## config.mk

```make
export PLATFORM = sky130hd
export DESIGN_NAME = text_console_writer
export DESIGN_NICKNAME = d
export VERILOG_FILES = /design/src/rtl/text_term_pkg.sv /design/src/rtl/vram_bus_master.sv /design/src/rtl/text_console_writer.sv
export SDC_FILE = /design/constraint.sdc
export NUM_CORES = 1
export LEC_CHECK = 0
export CAP_MARGIN = 20
export CORE_MARGIN = 5
export CORE_UTILIZATION = 40
export CTS_BUF_LIST = sky130_fd_sc_hd__clkbuf_16
export DETAILED_ROUTE_END_ITERATION = 6
export GPL_TIMING_DRIVEN = 0
export PLACE_DENSITY = 0.71
export SYNTH_ARGS = -nofsm -noshare
export SYNTH_HDL_FRONTEND = slang
export SYNTH_SLANG_ARGS = --single-unit
```

## constraint.sdc

```tcl
create_clock -name clk -period 3.08 [get_ports clk]
set_input_delay 0.77 -clock clk [delete_from_list [all_inputs] [get_ports clk]]
set_output_delay 0.77 -clock clk [all_outputs]
set_load 0.1 [all_outputs]
```

## src/rtl/text_term_pkg.sv

```systemverilog
// Shared constants, character codes and FSM encoding for the text console writer.
// No ports; imported by text_console_writer and vram_bus_master.
package text_term_pkg;

  localparam int unsigned TERM_COLS  = 40;
  localparam int unsigned TERM_ROWS  = 30;
  localparam int unsigned TERM_WORDS = TERM_COLS * TERM_ROWS / 4;

  localparam logic [31:0] VRAM_BASE = 32'h2000_0000;

  localparam logic [7:0] CH_BS    = 8'h08;
  localparam logic [7:0] CH_LF    = 8'h0A;
  localparam logic [7:0] CH_FF    = 8'h0C;
  localparam logic [7:0] CH_CR    = 8'h0D;
  localparam logic [7:0] CH_SPACE = 8'h20;
  localparam logic [7:0] CH_TILDE = 8'h7E;

  typedef enum logic [2:0] {
    ST_IDLE,
    ST_PUT,
    ST_SCR_RD,
    ST_SCR_WR,
    ST_SCR_FILL,
    ST_CLEAR
  } term_state_e;

  // Byte address of a 32-bit VRAM word given its word index.
  function automatic logic [31:0] vram_word_addr(input logic [31:0] base, input logic [8:0] word);
    return base + {21'd0, word, 2'b00};
  endfunction

endpackage

```

## src/rtl/vram_bus_master.sv

```systemverilog
// One-request-at-a-time VRAM bus master. A request is latched when start is high and the bus is
// idle; mem_valid and payload are held until mem_ready, then mem_valid drops for at least one
// cycle. Ports: clk, reset_n (sync, active-low); start/addr/wdata/wstrb request in;
// done_c/rdata_c completion out (combinational, valid in the mem_ready cycle);
// mem_valid/mem_addr/mem_wdata/mem_wstrb/mem_rdata/mem_ready bus side.
module vram_bus_master
  import text_term_pkg::*;
(
  input  logic        clk,
  input  logic        reset_n,
  input  logic        start,
  input  logic [31:0] addr,
  input  logic [31:0] wdata,
  input  logic [3:0]  wstrb,
  output logic        done_c,
  output logic [31:0] rdata_c,
  output logic        mem_valid,
  output logic [31:0] mem_addr,
  output logic [31:0] mem_wdata,
  output logic [3:0]  mem_wstrb,
  input  logic [31:0] mem_rdata,
  input  logic        mem_ready
);

  // Request register: start is ignored while a request is outstanding and in the completion cycle.
  always_ff @(posedge clk) begin
    if (!reset_n) begin
      mem_valid <= 1'b0;
      mem_addr  <= '0;
      mem_wdata <= '0;
      mem_wstrb <= '0;
    end else if (mem_valid) begin
      if (mem_ready) mem_valid <= 1'b0;
    end else if (start) begin
      mem_valid <= 1'b1;
      mem_addr  <= addr;
      mem_wdata <= wdata;
      mem_wstrb <= wstrb;
    end
  end

  assign done_c  = mem_valid & mem_ready;
  assign rdata_c = mem_rdata;

endmodule

```

## src/rtl/text_console_writer.sv

```systemverilog
// Hardware TTY front end for the character VRAM: accepts bytes, tracks the cursor, handles
// LF/CR/BS/FF, scrolls and clears via the VRAM bus master.
// Ports: clk, reset_n (sync, active-low); ch_valid/ch_data/ch_ready byte stream; busy;
// cursor_col/cursor_row; mem_* VRAM master bus.
module text_console_writer
  import text_term_pkg::*;
#(
  parameter int unsigned COLS      = TERM_COLS,
  parameter int unsigned ROWS      = TERM_ROWS,
  parameter logic [31:0] BASE_ADDR = VRAM_BASE,
  parameter logic [7:0]  FILL_CHAR = CH_SPACE
) (
  input  logic        clk,
  input  logic        reset_n,
  input  logic        ch_valid,
  input  logic [7:0]  ch_data,
  output logic        ch_ready,
  output logic        busy,
  output logic [5:0]  cursor_col,
  output logic [4:0]  cursor_row,
  output logic        mem_valid,
  output logic [31:0] mem_addr,
  output logic [31:0] mem_wdata,
  output logic [3:0]  mem_wstrb,
  input  logic [31:0] mem_rdata,
  input  logic        mem_ready
);

  localparam int unsigned ROW_WORDS = COLS / 4;
  localparam int unsigned SCR_WORDS = (ROWS - 1) * ROW_WORDS;
  localparam int unsigned ALL_WORDS = ROWS * ROW_WORDS;
  localparam logic [31:0] FILL_WORD = {4{FILL_CHAR}};

  term_state_e state, state_next;
  logic [5:0]  col_next;
  logic [4:0]  row_next;
  logic [10:0] cur_idx;
  logic [10:0] put_idx, put_idx_next;
  logic [7:0]  put_byte, put_byte_next;
  logic        scroll_pend, scroll_next;
  logic [8:0]  word_cnt, word_next;
  logic [31:0] rd_word, rd_word_next;
  logic        req_start;
  logic [31:0] req_addr, req_wdata;
  logic [3:0]  req_wstrb;
  logic        done_c;
  logic [31:0] rdata_c;

  assign cur_idx = 11'(cursor_row) * 11'(COLS) + 11'(cursor_col);

  vram_bus_master u_bus (
    .clk       (clk),
    .reset_n   (reset_n),
    .start     (req_start),
    .addr      (req_addr),
    .wdata     (req_wdata),
    .wstrb     (req_wstrb),
    .done_c    (done_c),
    .rdata_c   (rdata_c),
    .mem_valid (mem_valid),
    .mem_addr  (mem_addr),
    .mem_wdata (mem_wdata),
    .mem_wstrb (mem_wstrb),
    .mem_rdata (mem_rdata),
    .mem_ready (mem_ready)
  );

  // State and datapath registers.
  always_ff @(posedge clk) begin
    if (!reset_n) begin
      state       <= ST_IDLE;
      cursor_col  <= '0;
      cursor_row  <= '0;
      put_idx     <= '0;
      put_byte    <= '0;
      scroll_pend <= 1'b0;
      word_cnt    <= '0;
      rd_word     <= '0;
      ch_ready    <= 1'b1;
      busy        <= 1'b0;
    end else begin
      state       <= state_next;
      cursor_col  <= col_next;
      cursor_row  <= row_next;
      put_idx     <= put_idx_next;
      put_byte    <= put_byte_next;
      scroll_pend <= scroll_next;
      word_cnt    <= word_next;
      rd_word     <= rd_word_next;
      ch_ready    <= (state_next == ST_IDLE);
      busy        <= (state_next != ST_IDLE);
    end
  end

  // Next-state, cursor update and bus request generation.
  always_comb begin
    state_next    = state;
    col_next      = cursor_col;
    row_next      = cursor_row;
    put_idx_next  = put_idx;
    put_byte_next = put_byte;
    scroll_next   = scroll_pend;
    word_next     = word_cnt;
    rd_word_next  = rd_word;
    req_start     = 1'b0;
    req_addr      = '0;
    req_wdata     = '0;
    req_wstrb     = '0;

    case (state)
      ST_IDLE: begin
        if (ch_valid && ch_ready) begin
          word_next   = '0;
          scroll_next = 1'b0;
          if ((ch_data >= CH_SPACE) && (ch_data <= CH_TILDE)) begin
            // Write goes to the pre-advance position; the cursor moves now.
            put_idx_next  = cur_idx;
            put_byte_next = ch_data;
            state_next    = ST_PUT;
            if (cursor_col == 6'(COLS - 1)) begin
              col_next = '0;
              if (cursor_row == 5'(ROWS - 1)) scroll_next = 1'b1;
              else                             row_next    = cursor_row + 5'd1;
            end else begin
              col_next = cursor_col + 6'd1;
            end
          end else begin
            case (ch_data)
              CH_LF: begin
                col_next = '0;
                if (cursor_row == 5'(ROWS - 1)) state_next = ST_SCR_RD;
                else                             row_next   = cursor_row + 5'd1;
              end
              CH_CR: col_next = '0;
              CH_BS: begin
                if (cursor_col != '0) begin
                  col_next      = cursor_col - 6'd1;
                  put_idx_next  = cur_idx - 11'd1;
                  put_byte_next = FILL_CHAR;
                  state_next    = ST_PUT;
                end
              end
              CH_FF:   state_next = ST_CLEAR;
              default: ;
            endcase
          end
        end
      end

      ST_PUT: begin
        req_start = 1'b1;
        req_addr  = vram_word_addr(BASE_ADDR, put_idx[10:2]);
        req_wdata = {4{put_byte}};
        req_wstrb = 4'b0001 << put_idx[1:0];
        if (done_c) state_next = scroll_pend ? ST_SCR_RD : ST_IDLE;
      end

      // Scroll: copy word w+ROW_WORDS down to w, one read then one write per word.
      ST_SCR_RD: begin
        req_start = 1'b1;
        req_addr  = vram_word_addr(BASE_ADDR, word_cnt + 9'(ROW_WORDS));
        if (done_c) begin
          rd_word_next = rdata_c;
          state_next   = ST_SCR_WR;
        end
      end

      ST_SCR_WR: begin
        req_start = 1'b1;
        req_addr  = vram_word_addr(BASE_ADDR, word_cnt);
        req_wdata = rd_word;
        req_wstrb = 4'hF;
        if (done_c) begin
          word_next  = word_cnt + 9'd1;
          state_next = (word_cnt == 9'(SCR_WORDS - 1)) ? ST_SCR_FILL : ST_SCR_RD;
        end
      end

      // Counter continues from the first word of the last row.
      ST_SCR_FILL: begin
        req_start = 1'b1;
        req_addr  = vram_word_addr(BASE_ADDR, word_cnt);
        req_wdata = FILL_WORD;
        req_wstrb = 4'hF;
        if (done_c) begin
          if (word_cnt == 9'(ALL_WORDS - 1)) state_next = ST_IDLE;
          else                                word_next  = word_cnt + 9'd1;
        end
      end

      ST_CLEAR: begin
        req_start = 1'b1;
        req_addr  = vram_word_addr(BASE_ADDR, word_cnt);
        req_wdata = FILL_WORD;
        req_wstrb = 4'hF;
        if (done_c) begin
          if (word_cnt == 9'(ALL_WORDS - 1)) begin
            state_next = ST_IDLE;
            col_next   = '0;
            row_next   = '0;
          end else begin
            word_next = word_cnt + 9'd1;
          end
        end
      end

      default: state_next = ST_IDLE;
    endcase
  end

endmodule

```

# ---- Word level (Yosys, flattened, before mapping)
# Index checks and enable logic that the tools add are counted.
dict set report word_totals {
  word_cells 124
  register_bits 146
  n_memories 0
  rom_bits 0
  latchBits 0
  mem_bits_rw 0
}
dict set report classes {
  mux 50
  mul 1
  n_lt_le_gt_ge 2
  shifts 1
  div 0
  reduce_logical 21
  eq_ne 23
  add_sub_neg 10
  bitwise_logic 2
}
# op count
set ops {}
lappend ops {{32-bit one-hot mux with 3 select lines} 1}
lappend ops {{30-bit by 11-bit adder with 31-bit output (first input constant)} 3}
lappend ops {{31-bit one-hot mux with 3 select lines} 1}
lappend ops {{6-bit 2-to-1 mux} 6}
lappend ops {{9-bit 2-to-1 mux} 4}
lappend ops {{5-bit 2-to-1 mux} 7}
lappend ops {{11-bit 2-to-1 mux} 3}
lappend ops {{8-bit by 4-bit == test with 1-bit output (second input constant)} 4}
lappend ops {{3-bit 2-to-1 mux} 10}
lappend ops {{9-bit one-hot mux with 3 select lines} 1}
lappend ops {{8-bit 2-to-1 mux} 3}
lappend ops {{6-bit one-hot mux with 2 select lines} 2}
lappend ops {{9-bit == test (second input constant)} 2}
lappend ops {{3-bit one-hot mux with 5 select lines} 1}
lappend ops {{6-bit AND reduction} 2}
lappend ops {{11-bit by 6-bit adder with 11-bit output} 1}
lappend ops {{11-bit by 1-bit subtractor with 11-bit output (second input constant)} 1}
lappend ops {{2-bit inequality test (second input constant)} 5}
lappend ops {{5-bit one-hot mux with 2 select lines} 1}
lappend ops {{9-bit by 1-bit adder with 9-bit output (second input constant)} 1}
lappend ops {{9-bit by 4-bit adder with 9-bit output (second input constant)} 1}
lappend ops {{3-bit one-hot mux with 3 select lines} 1}
lappend ops {{8-bit by 6-bit >= comparator with 1-bit output (second input constant)} 1}
lappend ops {{8-bit by 7-bit <= comparator with 1-bit output (second input constant)} 1}
lappend ops {{other kinds (31)} 47}

# ---- Longest topological paths before layout
dict set report logic_depth {
  ltp_word 7
  ltp_mapped 9
}

# ---- By module
# From an unflattened synthesis, not the netlist that was laid out.
dict set report hier_totals {
  hier_cells 1004
  area_unflattened_um2 7902.6
}
# mod seq_area_each_um2 area_each_um2 instances cells_per_inst
set by_module_without_submodules {}
lappend by_module_without_submodules {text_console_writer 1541.5 4917.2 1 672}
lappend by_module_without_submodules {vram_bus_master 1381.3 2985.4 1 332}

# ---- Worst setup path before layout
# Ideal clock, no wire load.
dict set report synth_timing {
  path_kind {register to register}
  from {reg cursor_row[3]}
  to {reg put_idx[10]}
  path_buffers 0
  slack_ns -0.545
  arrival_time_ns 3.494
  path_stages_with_launch 10
  path_cell_list {dfxtp_1 ha_1 ha_1 fa_1 nand2_1 a211oi_1 xnor3_1 a2111oi_1 xor2_1 o22ai_1}
}
dict set report synth_between {
  elab_chain_len 6
}
# element line
set synth_lines {}
lappend synth_lines {{from (decl)} text_console_writer.sv:20} ;# output logic [4:0] cursor_row,
lappend synth_lines {{from (signal assigned)} text_console_writer.sv:84} ;# cursor_row <= row_next;
lappend synth_lines {{5-bit by 3-bit multiplier with 8-bit output (*)} text_console_writer.sv:49} ;# assign cur_idx = 11'(cursor_row) * 11'(COLS) + 11'(cursor_col);
lappend synth_lines {{11-bit by 6-bit adder with 11-bit output (*)} text_console_writer.sv:49}
lappend synth_lines {{11-bit by 1-bit subtractor with 11-bit output} text_console_writer.sv:138} ;# put_idx_next = cur_idx - 11'd1;
lappend synth_lines {{11-bit 2-to-1 mux} text_console_writer.sv:136} ;# if (cursor_col != '0) begin
lappend synth_lines {{11-bit 2-to-1 mux} text_console_writer.sv:128} ;# case (ch_data)
lappend synth_lines {{11-bit 2-to-1 mux (*)} text_console_writer.sv:115} ;# if ((ch_data >= CH_SPACE) && (ch_data <= CH_TILDE)) begin
lappend synth_lines {{to (signal assigned)} text_console_writer.sv:85} ;# put_idx <= put_idx_next;
lappend synth_lines {{to (decl)} text_console_writer.sv:38} ;# logic [10:0] put_idx, put_idx_next;
# Every way passes the cells marked *; elsewhere a longest branch is shown, timed or not. The select of a mux whose other input is x is not followed.
# A chain may end at the register's enable or synchronous reset.

# ---- Worst setup path in the final report
dict set report layout_timing {
  from {reg cursor_row[1]}
  to {reg put_idx[10]}
}
# Same word-level chain as after synthesis.

==> run summary <==
status = finished, final reports clean
clk slew on worst S/H paths = 0.06 ns
placed wire-length estimate = 13800 µm
deepest clock path buffer count = 2
vias in the first global route = 5798
antenna cells = 0
leakage power = 3.12 nW
CP Launch Type = register
I/O pins = 126
Slowest-stage cell, CP = fa_2
unrepaired setup endpoints after global routing = true
GRT Util Overall = 20.5%
Cell variety after synth = 65
number of setup buffers added after CTS = 0
sequential fraction of the synthesis area = 40.0%
die area = 18100 µm²
final WL = 19000 µm
synth warn = 0
final hold slack = 0.456 ns
DRC errors left = 0
CTS root buf = clkbuf_16
Layout Nets = 1008
max-cap viol count = 0
Final Critical Period = 2.96 ns
Final WS setup = 0.121 ns
H-tree depth = 4
Critical Path, Cell by Cell = ha_1 > ha_1 > fa_2 > nand2_1 > a211oi_2 > xnor3_1 > a2111oi_4 > xor2_1 > o22ai_1
port buffer count = 103
Peak VDD IR = 0.460 mV
family with the most delay on the worst path = adder cells
Final TNS setup = 0 ns
setup violators final = 0
crit-path max cell delay = 0.58 ns
Critical Path AT = 3.25 ns
fill count = 1461
Post-Place Cells = 1113
cts bufs inserted = 17
EDFF count, synth = 0
largest net degree at the start of global routing = 17
Synth Flop Type = dfxtp_1
DR vias = 6265
top-count cell post-synth = nand2_1
fraction of layout cells with a size suffix above 1 = 8.25%
leading area contributor after synthesis = dfxtp_1
vias per std cell = 5.47
final slew viol count = 0
routed len/inst = 16.6 µm
final hold violation count = 0
GP Congestion = 0.929
fin crit share = 96.1%
crit end category = register
Skew-Pair Late Insertion Delay = 0.42 ns
core area = 15200 µm²
ys async rst share = 0%
Yosys top cell area share = 40.0%
Max Fclk = 0.338 GHz
pre-CTS worst setup slack = -0.131 ns
syn_area_per_cell = 7.74 µm²
First DRT Iteration DRCs = 571
critical path peak fanout = 8
crit path kind = register to register
worst slew pin tran = 1.04 ns
Seq cells post-synth = 124
Post-Layout Cell Count = 1145
antenna-violating nets left = 0
Post-CTS Hold Buffers = 0
most frequent cells after synthesis = nand2_1, dfxtp_1, nor2_1
global-route wire length before repair = 29800 µm
Pwr per Cell Area = 673 nW/µm²
ranking of synthesized cells by area = dfxtp_1, a21oi_1, nand2_1
row cnt = 45
initial core utilization = 40.8%
Clock Skews = 0.00727 ns
CTS tree = done
Die H = 134 µm
GRT overflow = 0
Finished Cell Area = 8170 µm²
synthesized area = 6200 µm²
Placed Instance Area = 7560 µm²
Hold Crit Class = register to register
Top cell by count, worst path = ha_1
TritonCTS Sinks = 124
Syn Inst Count = 801
slew margin rel. = 30.4%
initial antenna violation count = 0
TritonRoute pass-1 iters = 5
critical path data required time = 3.37 ns
Buf+Inv Stages, Crit Path = 0
Die Wd = 134 µm
Synth-to-Final Area Change = 31.8%
[power breakdown]
group | internal [mW] | switching [mW]
combinational | 0.423 | 1.30
clock | 1.17 | 0.790
sequential | 1.73 | 0.0831
total | 3.32 | 2.17
[timing repair]
action                     CTS  global route
gates resized for setup      1             4
setup endpoints to repair    1             3
pin swaps                    0             1
[state kept, by name, summed over array words and instances, names as in the netlist]
signal           cells
u_bus.mem_wdata     32
rd_word             32
state                3
u_bus.mem_wstrb      4
busy                 1
cursor_row           5
scroll_pend          1
put_idx             11
u_bus.mem_valid      1
u_bus.mem_addr      10
cursor_col           6
put_byte             8
ch_ready             1
word_cnt             9
[per-layer routing]
metal  track usage, %  vias to the layer above  wire length (µm)
li1                 -                     3067                 -
met1             28.3                     2934              8430
met2             31.6                      233              8610
met3             4.40                       31              1490
met4             7.41                        0               438
met5                0                        -                 0
[worst paths after layout]
| path | start | end | slack [ns] | cells past startpoint |
|---|---|---|---|---|
| max | cursor_row[1] | put_idx[10] | 0.12 | 9 |
| min | rd_word[17] | rd_word[17] | 0.46 | 2 |
| max reg2reg | cursor_row[1] | put_idx[10] | 0.12 | 9 |
| min reg2reg | rd_word[17] | rd_word[17] | 0.46 | 2 |
[cell type report]
class / count / area (µm²) / area share, %
sequential: 124 / 2500 / 30.6
inverter: 15 / 56.3 / 0.689
clock buffer: 18 / 450 / 5.51
multi-input combinational: 611 / 3400 / 41.7
timing repair buffer: 103 / 1030 / 12.6
clock inverter: 14 / 131 / 1.61
tap: 188 / 235 / 2.88
buffer: 72 / 362 / 4.43
[worst reg2reg max path, stage by stage (launching register included)]
cell and delay, ns:
dfxtp_4 0.37, ha_1 0.32, ha_1 0.23, fa_2 0.58
nand2_1 0.09, a211oi_2 0.24, xnor3_1 0.33, a2111oi_4 0.36
xor2_1 0.22, o22ai_1 0.09
[through the flow]
step | power (mW) | utilization [%]
floorplan | 3.11 | -
CTS | 5.50 | 53.6
global route | 5.68 | 53.8
detailed placement | 3.55 | 49.8
global placement | 3.54 | 49.8
finish | 5.50 | 53.8
[cell families after synthesis]
logic type | Yosys count | synth area share [%]
AOI/OAI and AO/OA | 236 | 22.9
xor gates and xnor gates | 23 | 3.47
adders and majority gates | 20 | 4.28
buffers and inverters | 87 | 6.72
DFF | 124 | 40.0
muxes | 2 | 0.323
other | 1 | 0.0605
and+or+nand+nor | 308 | 22.2
[cell usage in the layout, fill, tap and decap left out, drive strengths merged, types with 15 or more instances in the layout]
| cell type | count |
|---|---|
| nor2 | 101 |
| clkdlybuf4s50 | 103 |
| conb | 22 |
| ha | 18 |
| xor2 | 15 |
| clkbuf | 63 |
| buf | 27 |
| o21ai | 59 |
| nand2 | 126 |
| a21oi | 99 |
| inv | 20 |
| dfxtp | 124 |
Power figures use the tool's default switching activity.
